--- config.mk ---
export PLATFORM = sky130hd
export DESIGN_NAME = fifo_ctrl
export DESIGN_NICKNAME = d
export VERILOG_FILES = /design/src/rtl/fifo_ctrl.sv
export SDC_FILE = /design/constraint.sdc
export NUM_CORES = 1
export LEC_CHECK = 0
export BUFFER_PORTS_ARGS = -buffer_cell sky130_fd_sc_hd__buf_2
export CAP_MARGIN = 0
export CORE_MARGIN = 1
export CORE_UTILIZATION = 35
export CTS_BUF_LIST = sky130_fd_sc_hd__clkbuf_16
export DETAILED_ROUTE_END_ITERATION = 7
export PLACE_DENSITY = 0.66
export SLEW_MARGIN = 20
export SYNTH_ARGS = -nofsm -noshare
export SYNTH_HDL_FRONTEND = slang
export SYNTH_SLANG_ARGS = --single-unit
--- constraint.sdc ---
create_clock -name clk -period 2.1 [get_ports clk]
set_input_delay 0.315 -clock clk [delete_from_list [all_inputs] [get_ports clk]]
set_output_delay 0.315 -clock clk [all_outputs]
set_load 0.03 [all_outputs]
--- src/rtl/fifo_ctrl.sv ---
// fifo_ctrl: synchronous FIFO controller driving an external rf_1r1w register
// file (combinational read, registered write) as circular storage.
// Pointers are ADDRW+1 bits wide; the extra MSB is a wrap bit that separates
// full from empty when the low address bits coincide.
// Optional feature macro: FIFO_CTRL_LEVEL_EN adds a registered occupancy count
// (o_level) and a registered almost-full flag (o_almost_full). Without it both
// outputs are tied to zero and no level register exists.

module fifo_ctrl #(
    parameter int ADDRW = 4,
    parameter int DATAW = 8,
    parameter int AFULL = 2**ADDRW - 2
) (
    input  logic             clk,
    input  logic             rst,
    input  logic             i_flush,
    input  logic             i_wr_valid,
    input  logic [DATAW-1:0] i_wr_data,
    output logic             o_wr_ready,
    output logic             o_rd_valid,
    output logic [DATAW-1:0] o_rd_data,
    input  logic             i_rd_ready,
    output logic [ADDRW-1:0] o_rf_rd_addr,
    input  logic [DATAW-1:0] i_rf_rd_data,
    output logic [ADDRW-1:0] o_rf_wr_addr,
    output logic [DATAW-1:0] o_rf_wr_data,
    output logic             o_rf_wr_en,
    output logic [ADDRW:0]   o_level,
    output logic             o_almost_full
);

    localparam logic [ADDRW:0] PTR_ONE = {{ADDRW{1'b0}}, 1'b1};

    // A threshold above the depth could never be reached; catch it at elaboration.
    if (AFULL > 2**ADDRW) begin : g_bad_afull
        $error("fifo_ctrl: AFULL exceeds FIFO depth");
    end

    logic [ADDRW:0] wr_ptr;
    logic [ADDRW:0] rd_ptr;
    logic           full;
    logic           empty;
    logic           push;
    logic           pop;

    // Equal pointers mean empty; equal addresses with opposite wrap bits mean full.
    assign empty = (wr_ptr == rd_ptr);
    assign full  = (wr_ptr[ADDRW-1:0] == rd_ptr[ADDRW-1:0]) &&
                   (wr_ptr[ADDRW] != rd_ptr[ADDRW]);

    // Ready depends only on the pointers, so a pop in a full cycle does not
    // open the slot until the following cycle.
    assign o_wr_ready = !full;
    assign o_rd_valid = !empty;

    // Flush wins over both transfers. A write is also suppressed while reset
    // is asserted so a dropped push does not touch the register file either.
    assign push = i_wr_valid && !full && !i_flush && !rst;
    assign pop  = !empty && i_rd_ready && !i_flush;

    // Register-file side: head entry is read combinationally at rd_ptr, the
    // incoming word is written at the current wr_ptr.
    assign o_rf_rd_addr = rd_ptr[ADDRW-1:0];
    assign o_rd_data    = i_rf_rd_data;
    assign o_rf_wr_addr = wr_ptr[ADDRW-1:0];
    assign o_rf_wr_data = i_wr_data;
    assign o_rf_wr_en   = push;

    // Write pointer: advances on every accepted push, wrapping through the MSB.
    always_ff @(posedge clk or posedge rst) begin
        if (rst) begin
            wr_ptr <= '0;
        end else if (push) begin
            wr_ptr <= wr_ptr + PTR_ONE;
        end
    end

    // Read pointer: snaps to wr_ptr on flush (FIFO empty), else advances on pop.
    always_ff @(posedge clk or posedge rst) begin
        if (rst) begin
            rd_ptr <= '0;
        end else if (i_flush) begin
            rd_ptr <= wr_ptr;
        end else if (pop) begin
            rd_ptr <= rd_ptr + PTR_ONE;
        end
    end

`ifdef FIFO_CTRL_LEVEL_EN
    logic [ADDRW:0] level;
    logic [ADDRW:0] level_next;
    logic           almost_full;

    // Next occupancy: a simultaneous push and pop leaves it unchanged.
    always_comb begin
        level_next = level;
        if (i_flush) begin
            level_next = '0;
        end else if (push && !pop) begin
            level_next = level + PTR_ONE;
        end else if (pop && !push) begin
            level_next = level - PTR_ONE;
        end
    end

    // Occupancy and almost-full registered together so they always agree.
    always_ff @(posedge clk or posedge rst) begin
        if (rst) begin
            level       <= '0;
            almost_full <= 1'b0;
        end else begin
            level       <= level_next;
            almost_full <= (int'(level_next) >= AFULL);
        end
    end

    assign o_level       = level;
    assign o_almost_full = almost_full;
`else
    assign o_level       = '0;
    assign o_almost_full = 1'b0;
`endif

endmodule

; Yosys cells after proc, flatten, opt, wreduce, memory -nomap -nowiden
; Cells that the tools add are included.
[totals]
word_cells = 20
output_inout_bits = 33
reg_bits = 10
input_bits = 21
[op_classes]
reduce_logical = 11
muxes = 2
n_addsub = 2
eq_ne = 3
[ops]
columns = operator, count
row1 = $add 5x1->5 const B, 2
row2 = $mux 5, 2
row3 = $logic_and 1x1->1, 6
row4 = $eq 5x5->1, 1
row5 = $eq 4x4->1, 1
row6 = $logic_not 1->1, 4
row7 = $reduce_bool 2->1, 1
row8 = $ne 1x1->1, 1

; Longest topological paths before layout
[depth]
ltp_word = 6
depth_mapped = 5
depth_no_buf = 5

; Worst setup path before layout
; Ideal clock, no wire load.
[synth_timing]
kind = flip-flop to output port
startpoint = reg wr_ptr[1]
endpoint = out o_rf_wr_en
required_ns = 1.785
stages_incl_launch_ff = 5
arrival_time_ns = 1.217
n_path_buf = 0
setup_slack_ns = 0.568
path_cell_list = dfrtp_1 xnor2_1 nand4_2 o21ai_4 inv_1
[synth_between]
elab_chain_cells = 6
[synth_rtl]
columns = element, line_no
row1 = "start, declared", 39  ; logic [ADDRW:0] wr_ptr;
row2 = "start signal, assigned", 74  ; wr_ptr <= wr_ptr + PTR_ONE;
row3 = $eq 4x4->1, 48  ; assign full = (wr_ptr[ADDRW-1:0] == rd_ptr[ADDRW-1:0]) &&
row4 = $logic_and 1x1->1, 48
row5 = $logic_not 1->1, 58  ; assign push = i_wr_valid && !full && !i_flush && !rst;
row6 = $logic_and 1x1->1 (3 in series), 58
row7 = "end, declared", 27  ; output logic o_rf_wr_en,
; No other way between the ends.

; Worst setup path in the final report
[layout_timing]
startpoint = reg wr_ptr[3]
endpoint = out o_rd_valid
[layout_between]
elab_chain_cells = 2
[layout_rtl]
columns = element, line_no
row1 = $eq 5x5->1, 47  ; assign empty = (wr_ptr == rd_ptr);
row2 = $logic_not 1->1, 54  ; assign o_rd_valid = !empty;
row3 = "end, declared", 20  ; output logic o_rd_valid,
; No other way between the ends.

==> out/results.txt <==
Outcome = finished clean
Synth Area in Compound Gates = 13.71%
Nets = 122
Post-Synth Simple-Gate Area = 17.89%
Diodes inserted = 0
Die area = 2952 um2
Post-synth top cells = buf_4, dfrtp_1, xnor2_1, nand3_1
1st-iter DRT viols = 8
Distinct cells, synth = 38
Post-layout min period = 1.973 ns
Adder-Cell Fraction of Synth Area = 2.611%
CP max FO = 6
Ranking of synthesized cells by area = dfrtp_1, buf_4, xnor2_1
Setup violators final = 0
CP Cell Sequence = xnor2_1 > and4_2 > nand2_2 > buf_2
Fin Setup TNS = 0 ns
Synthesized cell area = 958.4 um2
Clock latency on the worst-skew pair = 0.24 ns
Post-Syn Area per Cell = 9.128 um2
H-Tree Depth = 1
Most numerous cell in the Yosys netlist = buf_4
Share of layout cells above drive strength 1 = 31.96%
Clk root buf = clkbuf_16
Setup Slack @ Placement = 0.3360 ns
Wire per inst = 14.41 um
Worst-path clk slew = 0.04 ns
IO Port Bufs = 15
Num CTS Buffers = 3
Design Power = 1653 uW
Vias in the first global route = 619
I/O pin cnt = 54
Syn Inst Count = 105
First-pass GRT wire length = 2939 um
Drt drc = 0
Area Growth Syn to Fin = -0.5222%
Synth async-reset ratio = 100.0%
Row count = 18
Worst R2R Setup Slack = 0.48 ns
Yosys warns = 0
GPL Wtd Cong = 0.8554
Hold/Removal Path Class = in -> async
Layout Skew = 0.002274 ns
Worst path required time = 1.78 ns
Remaining Overflow, GRT = 0
Critical path type = reg -> out
Detail Placement HPWL = 1374 um
Sequential area share after synthesis = 26.11%
Slowest-stage cell, CP = dfrtp_1
Worst Path Arrival = 1.66 ns
Antenna viol nets, final = 0
Synth top area share = 26.11%
Final core utilization = 37.80%
Core area = 2522 um2
Clock tree buffer depth = 2
Hold Fails Final Rpt = 0
Post-route clock period utilization = 93.96%
Post-synth EDFFs = 0
Die X = 54.33 um
Hold WS = 0.07871 ns
Post-Synth XOR/XNOR Area = 10.70%
Largest family of logic cells by synthesized area = buffers and inverters
Total Routing Usage GR = 14.41%
RSZ-0062 raised after global routing = false
CP max stage delay = 0.44 ns
Max Slew Vio Count = 0
Via-per-instance ratio = 5.323
CTS tree = built
Post-synth top flop = dfrtp_1
Final wirelength = 1830 um
Die Ht = 54.33 um
Fmax achieved = 506.8 MHz
Largest net degree at the start of global routing = 17
Setup crit end kind = output pin
Yosys reg bits = 10
Final worst slack = 0.1269 ns
Leakage = 0.0004147 uW
Worst setup SP type = register
Post-CTS setup buffer count = 0
Initial antenna violation count = 0
CTS sink count = 10
VDD IR max = 0.6630 mV
Yosys top cell by area = dfrtp_1
Multiplexer area fraction after synthesis = 1.567%
Initial DRT Pass Iterations = 4
Pwr/cell area = 1734 nW/um2
Max_cap viols = 0
Total number of vias = 676
Initial core utilization = 38.00%
[cells in the final DEF (no fill, tap or decap), types with 3 or more instances in the layout]
master / count
o211ai_1: 3
dfrtp_1: 10
inv_1: 4
nand3_1: 6
conb_1: 6
xnor2_1: 6
clkbuf_16: 3
nor2b_1: 3
xnor2_2: 3
nand2_1: 4
o21ai_0: 3
buf_2: 15
[power by group]
group	internal [uW]	leakage (uW)	switching (uW)
registers	279	0.000125	171
logic	336	0.000253	539
clock network	246	0.0000370	81.7
[worst paths after layout]
check                           from    endpoint  depth (start not counted)
max reg2reg                wr_ptr[3]   wr_ptr[1]                          4
min in group clk                 rst   wr_ptr[0]                          4
min reg2reg                wr_ptr[3]   wr_ptr[3]                          1
max in group asynchronous        rst   wr_ptr[4]                          2
min                              rst   wr_ptr[2]                          2
max                        wr_ptr[3]  o_rd_valid                          4
[worst max-delay path, delay by kind of cell, from the launching register on]
| kind | cells | cell delay [ns] |
|---|---|---|
| buffers and inverters | 1 | 0.20 |
| and+or+nand+nor | 2 | 0.48 |
| xor gates and xnor gates | 1 | 0.30 |
| DFF | 1 | 0.44 |
[state kept, by name, indices dropped and copies added (netlist names)]
register and cells:
rd_ptr 5, wr_ptr 5
[layout make-up]
cell class / count / area (um2)
inverter: 4 / 15.01
clock buffer: 3 / 75.07
multi-input combinational: 63 / 485.5
sequential: 10 / 250.2
fill: 264 / 1569
timing repair buffer: 17 / 90.09
tap: 30 / 37.54
[per-stage QoR]
step / std cells / instance area (um2)
after floorplan: 110 / 977.2
after global placement: 124 / 860.8
after global routing: 127 / 953.4
after CTS: 127 / 935.9
final: 127 / 953.4
after detailed placement: 124 / 860.8
[timing repair]
item / 4_1_cts / 5_1_grt
gates resized for setup: 0 / 3
endpoints found under the setup margin: 0 / 1
hold buffers: 0 / 0
[kinds of logic (layout without fill, tap and decap cells)]
logic type / after synthesis / count (layout)
multiplexers: 1 / 1
other: 1 / 6
flip-flops: 10 / 10
AO/OA/AOI/OAI: 16 / 16
AND/OR/NAND/NOR: 28 / 28
buffers and inverters: 37 / 24
adder cells (fa/ha/maj): 2 / 2
XOR/XNOR: 10 / 10
[per-layer routing]
layer / up-vias / GRT usage, % / wire, um / share of wire [%]
li1: 315 / - / - / -
met1: 319 / 18.35 / 769 / 42
met2: 29 / 21.54 / 836 / 46
met3: 13 / 2.778 / 155 / 8.5
met4: 0 / 10.26 / 68 / 3.7
met5: - / 0 / 0 / 0
(Power assumes the default switching activity.)
